## src/rtl/prog_loader.sv

```systemverilog
// Byte-stream program loader: receives a framed, checksummed image on a valid/ready byte
// interface, writes it into RAM from address 0 and holds the CPU in reset until it is good.
module prog_loader #(
    parameter int WORD_SIZE  = 16,
    parameter int ADDR_WIDTH = 8,
    parameter int RAM_SIZE   = 256
) (
    input  logic                  clk,
    input  logic                  reset,
    input  logic                  start,
    input  logic                  in_valid,
    input  logic [7:0]            in_data,
    output logic                  in_ready,
    output logic                  mem_we,
    output logic [ADDR_WIDTH-1:0] mem_addr,
    output logic [WORD_SIZE-1:0]  mem_wdata,
    output logic                  cpu_reset,
    output logic                  busy,
    output logic                  done,
    output logic                  error
);

    typedef enum logic [2:0] {
        S_IDLE, S_LEN_HI, S_LEN_LO, S_DATA_HI, S_DATA_LO, S_CHECK, S_DONE, S_ERROR
    } state_t;

    state_t      state, state_d;
    logic [15:0] len_q;
    logic [15:0] count_q;
    logic [7:0]  xor_q;
    logic [7:0]  hi_q;
    logic        xfer;
    logic        restart;
    logic [15:0] len_rx;
    logic [15:0] count_inc;

    assign xfer      = in_valid & in_ready;
    assign restart   = start && (state == S_IDLE || state == S_DONE || state == S_ERROR);
    assign len_rx    = {hi_q, in_data};
    assign count_inc = count_q + 16'd1;

    function automatic logic receiving(input state_t s);
        return s inside {S_LEN_HI, S_LEN_LO, S_DATA_HI, S_DATA_LO, S_CHECK};
    endfunction

    // NOTE: state_d is defaulted before the case so every path assigns it and no latch is inferred.
    always_comb begin
        state_d = state;
        case (state)
            S_IDLE, S_DONE, S_ERROR: if (start) state_d = S_LEN_HI;
            S_LEN_HI:  if (xfer) state_d = S_LEN_LO;
            S_LEN_LO: begin
                if (xfer) begin
                    if (len_rx == 16'd0)                  state_d = S_CHECK;
                    else if (len_rx > 16'(RAM_SIZE))      state_d = S_ERROR;
                    else                                  state_d = S_DATA_HI;
                end
            end
            S_DATA_HI: if (xfer) state_d = S_DATA_LO;
            S_DATA_LO: if (xfer) state_d = (count_inc == len_q) ? S_CHECK : S_DATA_HI;
            S_CHECK:   if (xfer) state_d = (in_data == xor_q) ? S_DONE : S_ERROR;
            default:   state_d = S_IDLE;
        endcase
    end

    // Status outputs are registered from the next state so they change together with it.
    // NOTE: sequential state uses non-blocking assignments so every flop samples pre-edge values.
    always_ff @(posedge clk) begin
        if (reset) begin
            state     <= S_IDLE;
            in_ready  <= 1'b0;
            mem_we    <= 1'b0;
            mem_addr  <= '0;
            mem_wdata <= '0;
            cpu_reset <= 1'b1;
            busy      <= 1'b0;
            done      <= 1'b0;
            error     <= 1'b0;
            count_q   <= '0;
            xor_q     <= '0;
            hi_q      <= '0;
            len_q     <= '0;
        end else begin
            state     <= state_d;
            in_ready  <= receiving(state_d);
            busy      <= receiving(state_d);
            done      <= (state_d == S_DONE);
            error     <= (state_d == S_ERROR);
            cpu_reset <= (state_d != S_DONE);
            mem_we    <= 1'b0;

            if (restart) begin
                count_q <= '0;
                xor_q   <= '0;
            end

            if (xfer) begin
                case (state)
                    S_LEN_HI, S_DATA_HI: begin
                        hi_q  <= in_data;
                        xor_q <= xor_q ^ in_data;
                    end
                    S_LEN_LO: begin
                        len_q <= len_rx;
                        xor_q <= xor_q ^ in_data;
                    end
                    S_DATA_LO: begin
                        mem_we    <= 1'b1;
                        mem_addr  <= count_q[ADDR_WIDTH-1:0];
                        mem_wdata <= WORD_SIZE'({hi_q, in_data});
                        count_q   <= count_inc;
                        xor_q     <= xor_q ^ in_data;
                    end
                    default: ;
                endcase
            end
        end
    end

endmodule
```

## config.mk

```make
export PLATFORM = sky130hd
export DESIGN_NAME = prog_loader
export DESIGN_NICKNAME = d
export VERILOG_FILES = /design/src/rtl/prog_loader.sv
export SDC_FILE = /design/constraint.sdc
export NUM_CORES = 1
export LEC_CHECK = 0
export BUFFER_PORTS_ARGS = -buffer_cell sky130_fd_sc_hd__buf_2
export CORE_ASPECT_RATIO = 1.1
export CORE_MARGIN = 3
export CORE_UTILIZATION = 58
export DETAILED_ROUTE_END_ITERATION = 12
export PLACE_DENSITY_LB_ADDON = 0.3
export SYNTH_ARGS = -nofsm -noshare
export SYNTH_HDL_FRONTEND = slang
export SYNTH_SLANG_ARGS = --single-unit
```

## constraint.sdc

```tcl
create_clock -name clk -period 3.8 [get_ports clk]
set_input_delay 0.19 -clock clk [delete_from_list [all_inputs] [get_ports clk]]
set_output_delay 0.19 -clock clk [all_outputs]
set_load 0.005 [all_outputs]
```

==> results.ini <==
[status]
status=completed

[drt]
ant_nets=0
wl_per_cell_um=15.1
avgViaCountPerCell=5.77
routed_wl_mm=8.78
initialDrtViolationCount=206
drcViolationCount=0
wl_met1_mm=3.77
top_layer_used=met4
wl_met2_mm=4.31
vias=3353
dr.pass1.iters=4
wl_met3_um=488

[timing]
finalSetupTns_ns=0
maxSlewHeadroom_pct=44.2
grt_setup_unrepaired=no
maxSlewViolCount=0
fmax_mhz=314
clock_skew_ns=0.00850
fin_crit_sh_pct=83.8
finalSetupViolCount=0
tightest_slew_ns=0.833
whs_ns=0.135
hold_viol=0
fin_crit_ns=3.19

[clocking]
root_buffer=clkbuf_8
cts.repair.resized=0
cts_tree=done
cts_buffers=9
h-tree-depth=3
cts_max_path_buffers=2
cts.sinks=80
holdBufCountCts=0
clock_latency_ns=0.36
postCtsSetupBuffers=0
path_clk_slew_ns=0.09

[synthesis]
synth.net_count=495
synth_top_area_share_pct=42.0
ys_seq_area_share_pct=42.0
synthesis.area_um2=3810
synth_ff_type=dfxtp_1
ys_warn_count=0
synthDistinctLibCells=47
synthTopCellsByArea=dfxtp_1 42%, nand2_1 8.9%, a21oi_1 5.9%
synth_edf_count=0
ys_ff_latch=80
syn_inst=482
ys_async_sr_fraction_pct=0
synth_top_cell_by_area=dfxtp_1
syn_area_per_cell_um2=7.91

[global_routing]
antenna_found_initial=0
grt_start_max_net_pins=66
grt_util_all_layers_pct=23.8
overflow=0
grt_pass1_vias=3058
grt_pass1_wl_mm=14.6

[pwr]
power_leakage_uw=0.00150
peakVddDrop_mv=0.325
power_density_nw_per_um2=374
finalPower_uw=1550

[placement]
gp_congestion=0.974
place_inst=565
hpwlAfterDp_mm=6.18
io_buffers=41
postPlaceCellArea_um2=3960

[run]
drv_cap=0

[floorplan]
core_area_um2=6270
num_io_pins=42
die_w_um=83.3
die_area_um2=7590
initial_utilization_pct=60.8
die_h_um=91.0
num_rows=30

[setup_path]
cp.arrival_ns=3.44
path_max_fanout=9
required_ns=4.05
cp-start-kind=flop
cp-end-kind=flop
critPathKind=flop to flop

[cells_and_area]
fin_nets=509
layout-drive-gt1-share_pct=13.2
fillers=544
synthToLayoutAreaGrowth_pct=8.50
final_cells=581
antenna_cells=0
design_area_um2=4140

[min_path]
hold_path_class=primary input to flop

[worst max-delay path, stage by stage (launching register included)]
cell and delay, ns:
dfxtp_1 0.51, ha_1 0.35, nand3_1 0.29, nor3_1 0.44, mux2i_1 0.24, and4b_1 0.23
nand4_1 0.17, a22o_1 0.28, or3_1 0.35, or2_1 0.22
[synthesized netlist by cell type, types with 4 or more instances]
cell,number
dfxtp_1,80
nor2_1,53
nand3b_1,8
nand4_1,5
mux2i_1,20
nor3b_1,4
nor3_1,8
xor2_1,7
buf_1,4
nand2_1,90
xnor2_1,24
o31ai_1,6
a31oi_1,5
inv_1,6
o41ai_1,5
a21oi_1,45
clkbuf_1,27
buf_2,5
o21ai_0,33
nor4_1,5
[routing by layer]
| layer | global-route usage (%) | up-vias |
|---|---|---|
| met5 | 0 | - |
| met4 | 11.2 | 0 |
| met2 | 37.7 | 90 |
| li1 | - | 1674 |
| met3 | 5.08 | 21 |
| met1 | 30.8 | 1568 |
[metrics by stage]
stage                     util, %  setup WS, ns
after floorplan                 -          1.11
after global placement       63.2         0.833
after detailed placement     63.2         0.667
after CTS                    66.0         0.628
after global routing         66.0         0.347
final                        66.0         0.614
[kinds of logic after synthesis]
| group | Yosys count | share of synthesized area (%) |
|---|---|---|
| AOI/OAI and AO/OA | 109 | 16.6 |
| xor gates and xnor gates | 31 | 7.12 |
| adders and majority gates | 1 | 0.328 |
| buffers and inverters | 47 | 5.31 |
| DFF | 80 | 42.0 |
| muxes | 20 | 5.25 |
| and+or+nand+nor | 194 | 23.4 |
[area by class of cell]
| type | instances | area [um2] | share of cell area, % |
|---|---|---|---|
| multi-input combinational | 355 | 2010 | 48.6 |
| sequential | 80 | 1600 | 38.7 |
| timing repair buffer | 44 | 228 | 5.50 |
| clock buffer | 9 | 124 | 2.99 |
| tap | 80 | 100 | 2.42 |
| clock inverter | 7 | 52.6 | 1.27 |
| inverter | 6 | 22.5 | 0.544 |
[power breakdown]
part	leakage (uW)	internal (uW)	switching, uW	total, uW
sequential	0.000645	848	15.2	863
combinational	0.000769	36.4	69.3	106
clock	0.0000904	243	336	579
[cell usage in the layout, fill, tap and decap left out, types with 2 or more instances in the layout]
cell / Yosys / layout
inv_1: 6 / 6
or4_1: 2 / 2
or3_1: 2 / 2
o21bai_1: 2 / 2
a22o_1: 2 / 2
clkinv_2: 0 / 2
and2_1: 3 / 3
nor2_1: 53 / 53
nand4_1: 5 / 5
or2_2: 2 / 2
buf_4: 3 / 3
and3_1: 2 / 2
dfxtp_1: 80 / 80
buf_2: 5 / 41
a21oi_1: 45 / 45
xor2_1: 7 / 7
o21ai_0: 33 / 33
o31ai_1: 6 / 6
nand3b_1: 8 / 8
nor3_1: 8 / 8
inv_6: 0 / 3
nor3b_1: 4 / 4
a31oi_1: 5 / 5
nor4_1: 5 / 5
o41ai_1: 5 / 5
nand3_1: 3 / 3
a22oi_1: 3 / 3
o211ai_1: 2 / 2
clkbuf_8: 0 / 9
xnor2_1: 24 / 24
nand2_1: 90 / 90
mux2i_1: 20 / 20
[sequential cells by signal, indices dropped and copies added (netlist names)]
signal     cells
busy           1
count_q       16
cpu_reset      1
hi_q           8
xor_q          8
done           1
error          1
mem_addr       8
len_q         16
mem_wdata     16
mem_we         1
state          3
[path summary, 6_finish.rpt]
kind	cells past startpoint	start	slack, ns	endpoint
worst max-delay path	9	count_q[0]	0.61	cpu_reset
worst min-delay path	3	in_data[5]	0.14	mem_wdata[5]
worst min register to register	2	mem_wdata[3]	0.46	mem_wdata[3]
worst max register to register	9	count_q[0]	0.61	cpu_reset
No activity file was read; power rests on OpenSTA's default activity.
